`config.mk`:
```
export PLATFORM = sky130hd
export DESIGN_NAME = mem_access_unit
export DESIGN_NICKNAME = d
export VERILOG_FILES = /design/src/rtl/mem_access_unit.sv
export SDC_FILE = /design/constraint.sdc
export NUM_CORES = 1
export LEC_CHECK = 0
export BUFFER_PORTS_ARGS = -buffer_cell sky130_fd_sc_hd__buf_4
export CORE_MARGIN = 8
export CORE_UTILIZATION = 30
export CTS_CLUSTER_SIZE = 16
export DETAILED_ROUTE_END_ITERATION = 8
export SLEW_MARGIN = 20
export SYNTH_ARGS = -nofsm -noshare
export SYNTH_HDL_FRONTEND = slang
export SYNTH_SLANG_ARGS = --single-unit
```
`constraint.sdc`:
```
create_clock -name i_clk -period 2.8 [get_ports i_clk]
set_input_delay 0.14 -clock i_clk [delete_from_list [all_inputs] [get_ports i_clk]]
set_output_delay 0.14 -clock i_clk [all_outputs]
set_load 0.05 [all_outputs]
```
`src/rtl/mem_access_unit.sv`:
```
// MEM-stage load/store controller: one req/ack bus transaction per memory op, lane enables/replication, load extract/extend.
// Latency: non-mem/misaligned 0 extra cycles, aligned >=3 cycles (accept, ACCESS..., FINISH); busy freezes upstream while outstanding.
module mem_access_unit #(
    parameter int DATA_BITS = 32,
    parameter int ADDR_BITS = 32,
    parameter int TIMEOUT   = 255
) (
    input  logic                 i_clk,
    input  logic                 i_rst_n,
    input  logic                 i_op_valid,
    input  logic                 i_mem_read,
    input  logic                 i_mem_write,
    input  logic [1:0]           i_size,
    input  logic                 i_ext_signed,
    input  logic [ADDR_BITS-1:0] i_addr,
    input  logic [DATA_BITS-1:0] i_wdata,
    output logic                 o_bus_req,
    output logic                 o_bus_we,
    output logic [ADDR_BITS-1:0] o_bus_addr,
    output logic [3:0]           o_bus_be,
    output logic [DATA_BITS-1:0] o_bus_wdata,
    input  logic [DATA_BITS-1:0] i_bus_rdata,
    input  logic                 i_bus_ack,
    output logic [DATA_BITS-1:0] o_mem_out,
    output logic                 o_done,
    output logic                 o_busy,
    output logic                 o_misalign,
    output logic                 o_bus_err
);

    localparam int CNT_W = 8;

    typedef enum logic [1:0] {S_IDLE, S_ACCESS, S_FINISH} state_t;

    state_t               r_state, w_state_nxt;
    logic                 r_bus_we;
    logic [ADDR_BITS-1:0] r_bus_addr;
    logic [3:0]           r_bus_be;
    logic [DATA_BITS-1:0] r_bus_wdata;
    logic [1:0]           r_size;
    logic                 r_ext_signed;
    logic [1:0]           r_lo;
    logic [CNT_W-1:0]     r_cnt;
    logic                 r_err;
    logic [DATA_BITS-1:0] r_mem_out;

    logic                 w_is_mem, w_misaligned;
    logic                 w_accept, w_timeout, w_done, w_busy, w_misalign;
    logic [3:0]           w_be;
    logic [DATA_BITS-1:0] w_wdata, w_load;
    logic [7:0]           w_lane_byte;
    logic [15:0]          w_lane_half;
    logic [CNT_W-1:0]     w_cnt_inc;

    assign w_is_mem     = i_mem_read | i_mem_write;
    assign w_misaligned = (i_size == 2'b01) ? i_addr[0]
                        : ((i_size != 2'b00) && (i_addr[1:0] != 2'b00));
    assign w_cnt_inc    = r_cnt + 1'b1;

    always_comb begin
        w_be    = 4'b1111;
        w_wdata = i_wdata;
        case (i_size)
            2'b00: begin
                w_be    = 4'b0001 << i_addr[1:0];
                w_wdata = {4{i_wdata[7:0]}};
            end
            2'b01: begin
                w_be    = i_addr[1] ? 4'b1100 : 4'b0011;
                w_wdata = {2{i_wdata[15:0]}};
            end
            default: ;
        endcase
    end

    // Extraction uses the latched size/offset; bus_rdata is only meaningful with ack.
    assign w_lane_byte = i_bus_rdata[{r_lo, 3'b000} +: 8];
    assign w_lane_half = r_lo[1] ? i_bus_rdata[31:16] : i_bus_rdata[15:0];

    always_comb begin
        w_load = i_bus_rdata;
        case (r_size)
            2'b00:   w_load = {{24{r_ext_signed & w_lane_byte[7]}}, w_lane_byte};
            2'b01:   w_load = {{16{r_ext_signed & w_lane_half[15]}}, w_lane_half};
            default: ;
        endcase
    end

    always_comb begin
        w_state_nxt = r_state;
        w_accept    = 1'b0;
        w_timeout   = 1'b0;
        w_done      = 1'b0;
        w_busy      = 1'b0;
        w_misalign  = 1'b0;
        case (r_state)
            S_IDLE: begin
                if (i_op_valid) begin
                    if (!w_is_mem) begin
                        w_done = 1'b1;
                    end else if (w_misaligned) begin
                        w_done     = 1'b1;
                        w_misalign = 1'b1;
                    end else begin
                        w_accept    = 1'b1;
                        w_busy      = 1'b1;
                        w_state_nxt = S_ACCESS;
                    end
                end
            end
            S_ACCESS: begin
                w_busy = 1'b1;
                if (i_bus_ack) begin
                    w_state_nxt = S_FINISH;
                end else if (w_cnt_inc == CNT_W'(TIMEOUT)) begin
                    w_timeout   = 1'b1;
                    w_state_nxt = S_FINISH;
                end
            end
            S_FINISH: begin
                w_done      = 1'b1;
                w_state_nxt = S_IDLE;
            end
            default: w_state_nxt = S_IDLE;
        endcase
    end

    always_ff @(posedge i_clk or negedge i_rst_n) begin
        if (!i_rst_n) begin
            r_state      <= S_IDLE;
            r_bus_we     <= 1'b0;
            r_bus_addr   <= '0;
            r_bus_be     <= '0;
            r_bus_wdata  <= '0;
            r_size       <= '0;
            r_ext_signed <= 1'b0;
            r_lo         <= '0;
            r_cnt        <= '0;
            r_err        <= 1'b0;
            r_mem_out    <= '0;
        end else begin
            r_state <= w_state_nxt;
            if (w_accept) begin
                r_bus_we     <= i_mem_write;
                r_bus_addr   <= {i_addr[ADDR_BITS-1:2], 2'b00};
                r_bus_be     <= w_be;
                r_bus_wdata  <= w_wdata;
                r_size       <= i_size;
                r_ext_signed <= i_ext_signed;
                r_lo         <= i_addr[1:0];
                r_cnt        <= '0;
                r_err        <= 1'b0;
            end
            if (r_state == S_ACCESS) begin
                if (i_bus_ack) begin
                    if (!r_bus_we) begin
                        r_mem_out <= w_load;
                    end
                end else begin
                    r_cnt <= w_cnt_inc;
                    if (w_timeout) begin
                        r_err <= 1'b1;
                    end
                end
            end
        end
    end

    // Status outputs are forced low while reset is held, regardless of op_valid.
    assign o_done      = w_done & i_rst_n;
    assign o_busy      = w_busy & i_rst_n;
    assign o_misalign  = w_misalign & i_rst_n;
    assign o_bus_err   = (r_state == S_FINISH) & r_err & i_rst_n;
    assign o_bus_req   = (r_state == S_ACCESS);
    assign o_bus_we    = r_bus_we;
    assign o_bus_addr  = r_bus_addr;
    assign o_bus_be    = r_bus_be;
    assign o_bus_wdata = r_bus_wdata;
    assign o_mem_out   = r_mem_out;

endmodule

```
==> summary.md, run 1 <==
| Metric | Value |
|---|---|
| Via count | `between 4,000 and 5,000` |
| Post-synthesis compound-gate area fraction | `between 10% and 20%` |
| Mux cell area share after synthesis | `between 10% and 20%` |
| Total CTS buffers | `17` |
| Netlist cell types | `54` |
| Crit-path most repeated cell | `o21ai_0` |
| Register bit total from synthesis | `around 120` |
| Final Cycle Share | `approximately three quarters` |
| Final hold violation count | `0` |
| Skew final | `roughly 0.0055 ns` |
| Deepest clock path buffer count | `2` |
| DRT Pass-1 Iters | `4` |
| Min cycle time layout | `between 2 and 2.5 ns` |
| # DRC | `0` |
| Fraction of the mapped netlist area in simple logic gates | `approximately 14%` |
| Total power | `9369 µW` |
| Hold_ws | `0.02373 ns` |
| # setup viols final | `0` |
| Total track usage | `15.74%` |
| Die Ht | `between 150 and 200 µm` |
| Clk pin slew, worst setup/hold paths | `~0.060 ns` |
| R2R depth | `4` |
| Slew @ Worst Pin | `slightly above 0.8 ns` |
| WP data required | `approximately 3 ns` |
| Synth Instances | `519` |
| Sw Pwr | `roughly 4200 µW` |
| Post-DRT Antenna Nets | `0` |
| Setup total negative slack | `0 ns` |
| Syn. warnings | `0` |
| Cell-by-cell trace of the critical path | `nor3b_1 > a41oi_1 > o21ai_0 > o21ai_0` |
| Rows | `49` |
| Worst setup path class | `reg -> reg` |
| P&R area growth vs syn | `53.19%` |
| H-tree levels | `4` |
| Pleak | `0.003992 µW` |
| Post-Syn Area | `roughly 5600 µm²` |
| EDFF count, synth | `0` |
| Clk root buf | `clkbuf_16` |
| Vias in the first global route | `~5,400` |
| Crit path DAT | `2.35 ns` |
| Final WL | `roughly 18 mm` |
| Largest net degree at the start of global routing | `just over 60` |
| Initial antenna violation count | `1` |
| Grt ovf | `0` |
| Hold WC Path Type | `in -> reg` |
| Core Region | `~18,000 µm²` |
| Top-count cell post-synth | `dfrtp_1` |
| Routed len/inst | `17.94 µm` |
| RD Place Congestion | `0.8923` |
| CTS Sinks | `~120` |
| Yosys top cell by area | `dfrtp_1` |
| Worst hold path stage count | `3` |
| Sequential fraction of the synthesis area | `about half` |
| Max cap viols | `0` |
| Post-CTS Resized | `0` |
| Die area | `~23,000 µm²` |
| Peak VDD IR | `between 400 and 500 µV` |
| NumNets Final | `between 800 and 900` |
| Internal power | `~5200 µW` |
| CP peak stage delay | `0.74 ns` |
| Critical path's slowest cell | `nor3b_1` |
| CTS tree | `yes` |
| Global-route wire length before repair | `29.03 mm` |
| Worst-path fanout max | `9` |
| Power per standard cell area | `1101 nW/µm²` |
| Logic pwr share | `46.5%` |
| HPWL Detailed | `13.37 mm` |
| # port buffers | `roughly 210` |
| Unrepaired setup endpoints after global routing | `no` |
| Initial core utilization | `~31%` |
| Max-slew headroom | `around 45%` |
| Final cell count without fillers | `between 1,000 and 1,500` |
| Top_reg_cell synth | `dfrtp_1` |
| Syn Area/Cell | `10.71 µm²` |
| Worst-Skew Late Latency | `approximately 0.4 ns` |
| Placed Cells | `between 900 and 1,000` |
| Startpoint Class | `register` |
| Post-Synth XOR/XNOR Area | `less than 1%` |
| Post-synth ARST share | `100.0%` |
| CP Capture Type | `register` |
| Switch share | `roughly 44%` |
| Highest achievable clock rate | `between 400 and 500 MHz` |
| Status | `finished, final reports clean` |
| Synth area leaders | `dfrtp_1, mux2_2, nand2_1` |
| Seq pwr share | `28.3%` |
| Via density | `roughly 4.9` |
| Synth top area share | `51.79%` |
| Max Slew Vio Count | `0` |
| Layout cells sized above 1 | `41.55%` |
| Post-Synth Adder-Cell Area | `less than 1%` |
| Clock power share | `around a quarter` |
| I/O pin count | `211` |
| Largest family of logic cells by synthesized area | `multiplexers` |
| Die W | `~150 µm` |
| Synth top cells by count | `dfrtp_1, nand2_1, o21ai_0` |
| DRT iter0 DRCs | `about 200` |
==> state kept, by name, summed over array words and instances (netlist names) <==
register,flops
o_bus_addr,30
o_bus_be,4
o_bus_wdata,32
o_bus_we,1
o_mem_out,32
r_cnt,8
r_err,1
r_ext_signed,1
r_lo,2
r_size,2
r_state,2
==> kinds of logic after synthesis <==
group | after synthesis
simple gates | 164
compound gates | 118
flops | 115
mux | 77
buf+inv | 40
fa+ha+maj | 2
xor+xnor | 2
other cells | 1
==> critical path, delay by kind of cell, from the launching register on <==
family             cells  cell delay, ns
and+or+nand+nor        1            0.74
DFF                    1            0.50
AOI/OAI and AO/OA      3            0.69
==> final timing paths <==
path                                             startpoint                           to  slack, ns
worst max-delay path                 r_state[1]$_DFFE_PN0P_           r_cnt[2]$_DFF_PN0_       0.73
worst min-delay path                        i_bus_rdata[16]    o_mem_out[16]$_DFFE_PN0P_       0.02
worst max register to register       r_state[1]$_DFFE_PN0P_           r_cnt[2]$_DFF_PN0_       0.73
worst min register to register  o_bus_wdata[23]$_DFFE_PN0P_  o_bus_wdata[23]$_DFFE_PN0P_       0.48
max in group asynchronous                           i_rst_n   o_bus_addr[27]$_DFFE_PN0P_       1.72
min in group asynchronous                           i_rst_n     r_ext_signed$_DFFE_PN0P_       0.54
==> cells in the final DEF (no fill, tap or decap), types with 2 or more instances in the layout <==
master,count
mux2i_1,27
or3_1,2
inv_1,2
clkbuf_16,17
nor3b_1,5
or2_2,7
a21oi_1,40
mux2_2,32
nand2b_1,4
o31ai_1,2
dlygate4sd3_1,55
dfrtp_1,115
inv_6,6
buf_12,2
o221a_2,6
a41oi_1,2
buf_4,216
bufinv_16,4
mux2_4,18
nor2_1,35
xnor2_1,2
clkinvlp_4,3
o21a_1,2
nand2_1,75
nand3b_1,8
nor3_1,7
nor2b_1,3
conb_1,2
inv_8,2
a31oi_1,8
o22ai_1,2
o21ai_0,45
nand3_1,6
ha_1,2
==> power by group through the flow <==
stage                     logic [µW]  clock network (µW)  registers, µW
after floorplan                 1040                   0           4480
after global placement          4270                   0           2650
after detailed placement        4310                   0           2670
after CTS                       4380                2430           2660
after global routing            4580                2510           2730
final                           4350                2360           2650
==> metrics by stage <==
stage / instance area [µm²] / utilization (%) / worst slack (ns)
after global routing: 8512 / 47.06 / 0.5076
after global placement: 7316 / 40.45 / 0.8749
final: 8512 / 47.06 / 0.7253
after floorplan: 5560 / - / 1.008
after detailed placement: 7316 / 40.45 / 0.7467
after CTS: 8509 / 47.05 / 0.7347
==> layout make-up <==
cell class,instances,area (µm²)
inverter,2,7.507
antenna,1,2.502
clock buffer,17,425.4
clock inverter,15,217.7
fill,1677,9574
timing repair buffer,273,2212
multi-input combinational,365,2482
tap,229,286.5
sequential,115,2878
==> what timing repair did <==
action | 4_1_cts | 5_1_grt
buffers inserted | 0 | 0
endpoints found under the setup margin | 0 | 0
hold buffers | 55 | 0
hold endpoints to repair | 160 | 0
==> metal layers <==
layer	track usage (%)	vias to the layer above	share of wire, %
met5	0	-	0
met4	4.998	0	1.2
met3	6.466	17	8.8
met2	25.90	228	48
met1	18.37	2372	42
li1	-	2329	-
(Power assumes the default switching activity.)
==> inputs of run 2 (changes only) <==
Clock period 2.8 ns to 2.06 ns, I/O delays scaled along.
==> summary.md, run 2 (same netlist as run 1, synthesis figures left out) <==
| Metric | Value |
|---|---|
| CP bufs+invs | `1 (+1)` |
| CTS tree | `yes` |
| R2r startpoint | `r_state[1]$_DFFE_PN0P_` |
| Routed len/inst | `17.89 µm (-0.26%)` |
| Dpl ws | `0.03067 ns (-0.7160 ns)` |
| Core Region | `18,090 µm² (unchanged)` |
| Reg-to-reg slack, setup | `0.21 ns (-0.52 ns)` |
| Most frequent cells in the layout | `buf_4, dfrtp_1, dlygate4sd3_1` |
| Skew final | `0.008999 ns (+0.003492 ns)` |
| DRT Pass-1 Iters | `5 (+1)` |
| Met3 wire len | `1.623 mm (+1.3%)` |
| RD Place Congestion | `0.8886 (-0.41%)` |
| Clk pin slew, worst setup/hold paths | `0.06 ns (about the same)` |
| Placed Cells | `933 (+0.43%)` |
| NumNets Final | `914 (+3.7%)` |
| I/O pin count | `211 (unchanged)` |
| Layout cells sized above 1 | `40.37% (-1.2 points)` |
| Hold path endpoint | `o_bus_wdata[13]$_DFFE_PN0P_` |
| # DRC | `0 (unchanged)` |
| Final setup margin | `0.1931 ns (-0.5323 ns)` |
| Peak VDD IR | `826.2 µV (+65%)` |
| Setup total negative slack | `0 ns (unchanged)` |
| Status | `finished, final reports clean` |
| Met2 WL | `8.897 mm (+1.8%)` |
| Max Slew Vio Count | `0 (unchanged)` |
| Final hold violation count | `0 (unchanged)` |
| Cell-by-cell trace of the critical path | `nand2b_1 > nor3b_1 > nand2_1 > a21oi_1 > buf_4` |
| Initial antenna violation count | `1 (unchanged)` |
| # setup viols final | `0 (unchanged)` |
| HPWL Detailed | `13.15 mm (-1.6%)` |
| Final cell count without fillers | `1,050 (+3.2%)` |
| Global-route wire length before repair | `30.10 mm (+3.7%)` |
| Pleak | `0.004109 µW (+2.9%)` |
| P&R area growth vs syn | `58.52%` |
| Startpoint Class | `register` |
| Worst-Skew Late Latency | `0.41 ns (about the same)` |
| Delay-heaviest family, CP | `simple AND/OR/NAND/NOR gates` |
| Power per standard cell area | `1434 nW/µm² (+30%)` |
| CP Capture Type | `output pin` |
| DRT iter0 DRCs | `175 (-13%)` |
| Max cap viols | `0 (unchanged)` |
| Initial core utilization | `30.72% (unchanged)` |
| Total CTS buffers | `17 (unchanged)` |
| Commonest non-fill, non-tap cell in the layout | `buf_4` |
| H-tree levels | `4 (unchanged)` |
| Critical path's slowest cell | `dfrtp_1` |
| Via density | `4.859 (about the same)` |
| Hold wc startpoint | `i_wdata[13]` |
| Deepest clock path buffer count | `2 (unchanged)` |
| Vias in the first global route | `5,638 (+5.0%)` |
| CTS Sinks | `115 (unchanged)` |
| Grt ovf | `0 (unchanged)` |
| Top layer in use | `met4` |
| # port buffers | `208 (unchanged)` |
| Hold_ws | `0.004609 ns (-0.01912 ns)` |
| Final Cycle Share | `about nine tenths` |
| Max-slew headroom | `56.93% (+12 points)` |
| Crit path DAT | `1.76 ns (-0.59 ns)` |
| Setup repair bufs after CTS | `0 (unchanged)` |
| Die W | `152.1 µm (unchanged)` |
| Min cycle time layout | `between 1.5 and 2 ns` |
| Unrepaired setup endpoints after global routing | `no` |
| Worst hold path stage count | `3 (unchanged)` |
| Worst setup path class | `reg -> out` |
| Rows | `49 (unchanged)` |
| Slew @ Worst Pin | `0.6461 ns (-0.1784 ns)` |
| Clk root buf | `clkbuf_16` |
| Total power | `12,630 µW (+35%)` |
| Highest achievable clock rate | `535.6 MHz` |
| Final WL | `18.79 mm (+3.0%)` |
| Via count | `5,102 (+3.2%)` |
| CP peak stage delay | `0.46 ns (-0.28 ns)` |
| M1 wire length | `7.736 mm (+0.73%)` |
| Die Ht | `152.1 µm (unchanged)` |
| R2R Path End | `o_mem_out[21]$_DFFE_PN0P_` |
| Die area | `23,130 µm² (unchanged)` |
| Largest net degree at the start of global routing | `116 (+90%)` |
| Total track usage | `16.17% (+0.43 points)` |
| WP data required | `1.96 ns (-1.11 ns)` |
| Post-DRT Antenna Nets | `0 (unchanged)` |
| R2R depth | `4 (unchanged)` |
| Worst-path fanout max | `7 (-2)` |
| Hold WC Path Type | `in -> reg` |
run 2: timing repair:
action / CTS / global route
hold endpoints to repair: 198 / 0
hold buffers: 84 / 0
setup endpoints to repair: 0 / 16
gates resized for setup: 0 / 1
run 2: worst max path at each step:
| stage | from | to | slack, ns | depth (start not counted) |
|---|---|---|---|---|
| global route | r_state[0]$_DFFE_PN0P_ | o_misalign | 0.10 | 5 |
| CTS | r_state[1]$_DFFE_PN0P_ | o_mem_out[26]$_DFFE_PN0P_ | 0.03 | 4 |
| detailed placement | r_state[1]$_DFFE_PN0P_ | o_mem_out[21]$_DFFE_PN0P_ | 0.03 | 4 |
| finish | r_state[0]$_DFFE_PN0P_ | o_misalign | 0.19 | 5 |
| global placement | r_state[1]$_DFFE_PN0P_ | o_mem_out[23]$_DFFE_PN0P_ | 0.12 | 4 |
| floorplan | r_state[1]$_DFFE_PN0P_ | o_busy | 0.30 | 2 |
run 2: layer usage:
| metal | up-vias | GRT usage [%] |
|---|---|---|
| li1 | 2404 | - |
| met1 | 2438 | 19.06 |
| met2 | 223 | 26.22 |
| met3 | 37 | 5.927 |
| met4 | 0 | 6.663 |
| met5 | - | 0 |
run 2: layout make-up:
type,count,area (µm²)
diodes,1,2.502
inverters,2,7.507
repair buffers,306,2545
multi-input cells,365,2490
clock buffers,17,425.4
flip-flops and latches,115,2878
well taps,229,286.5
clock inverters,15,173.9
fillers,1605,9278
run 2: worst reg2reg max path: stages, from the launching register on:
cell      delay [ns]
dfrtp_1         0.51
nor4bb_4        0.39
buf_12          0.21
a21boi_4        0.46
a21oi_1         0.14
run 2: per-stage QoR:
stage	instance area [µm²]	utilization, %
after floorplan	5560	-
after global placement	7358	40.68
after detailed placement	7358	40.68
after CTS	8798	48.65
after global routing	8808	48.70
final	8808	48.70
run 2: power by group:
group	switching (µW)	internal [µW]	leakage (µW)
clock network	1180	1810	0.000281
registers	559	3050	0.00139
logic	4000	2020	0.00244
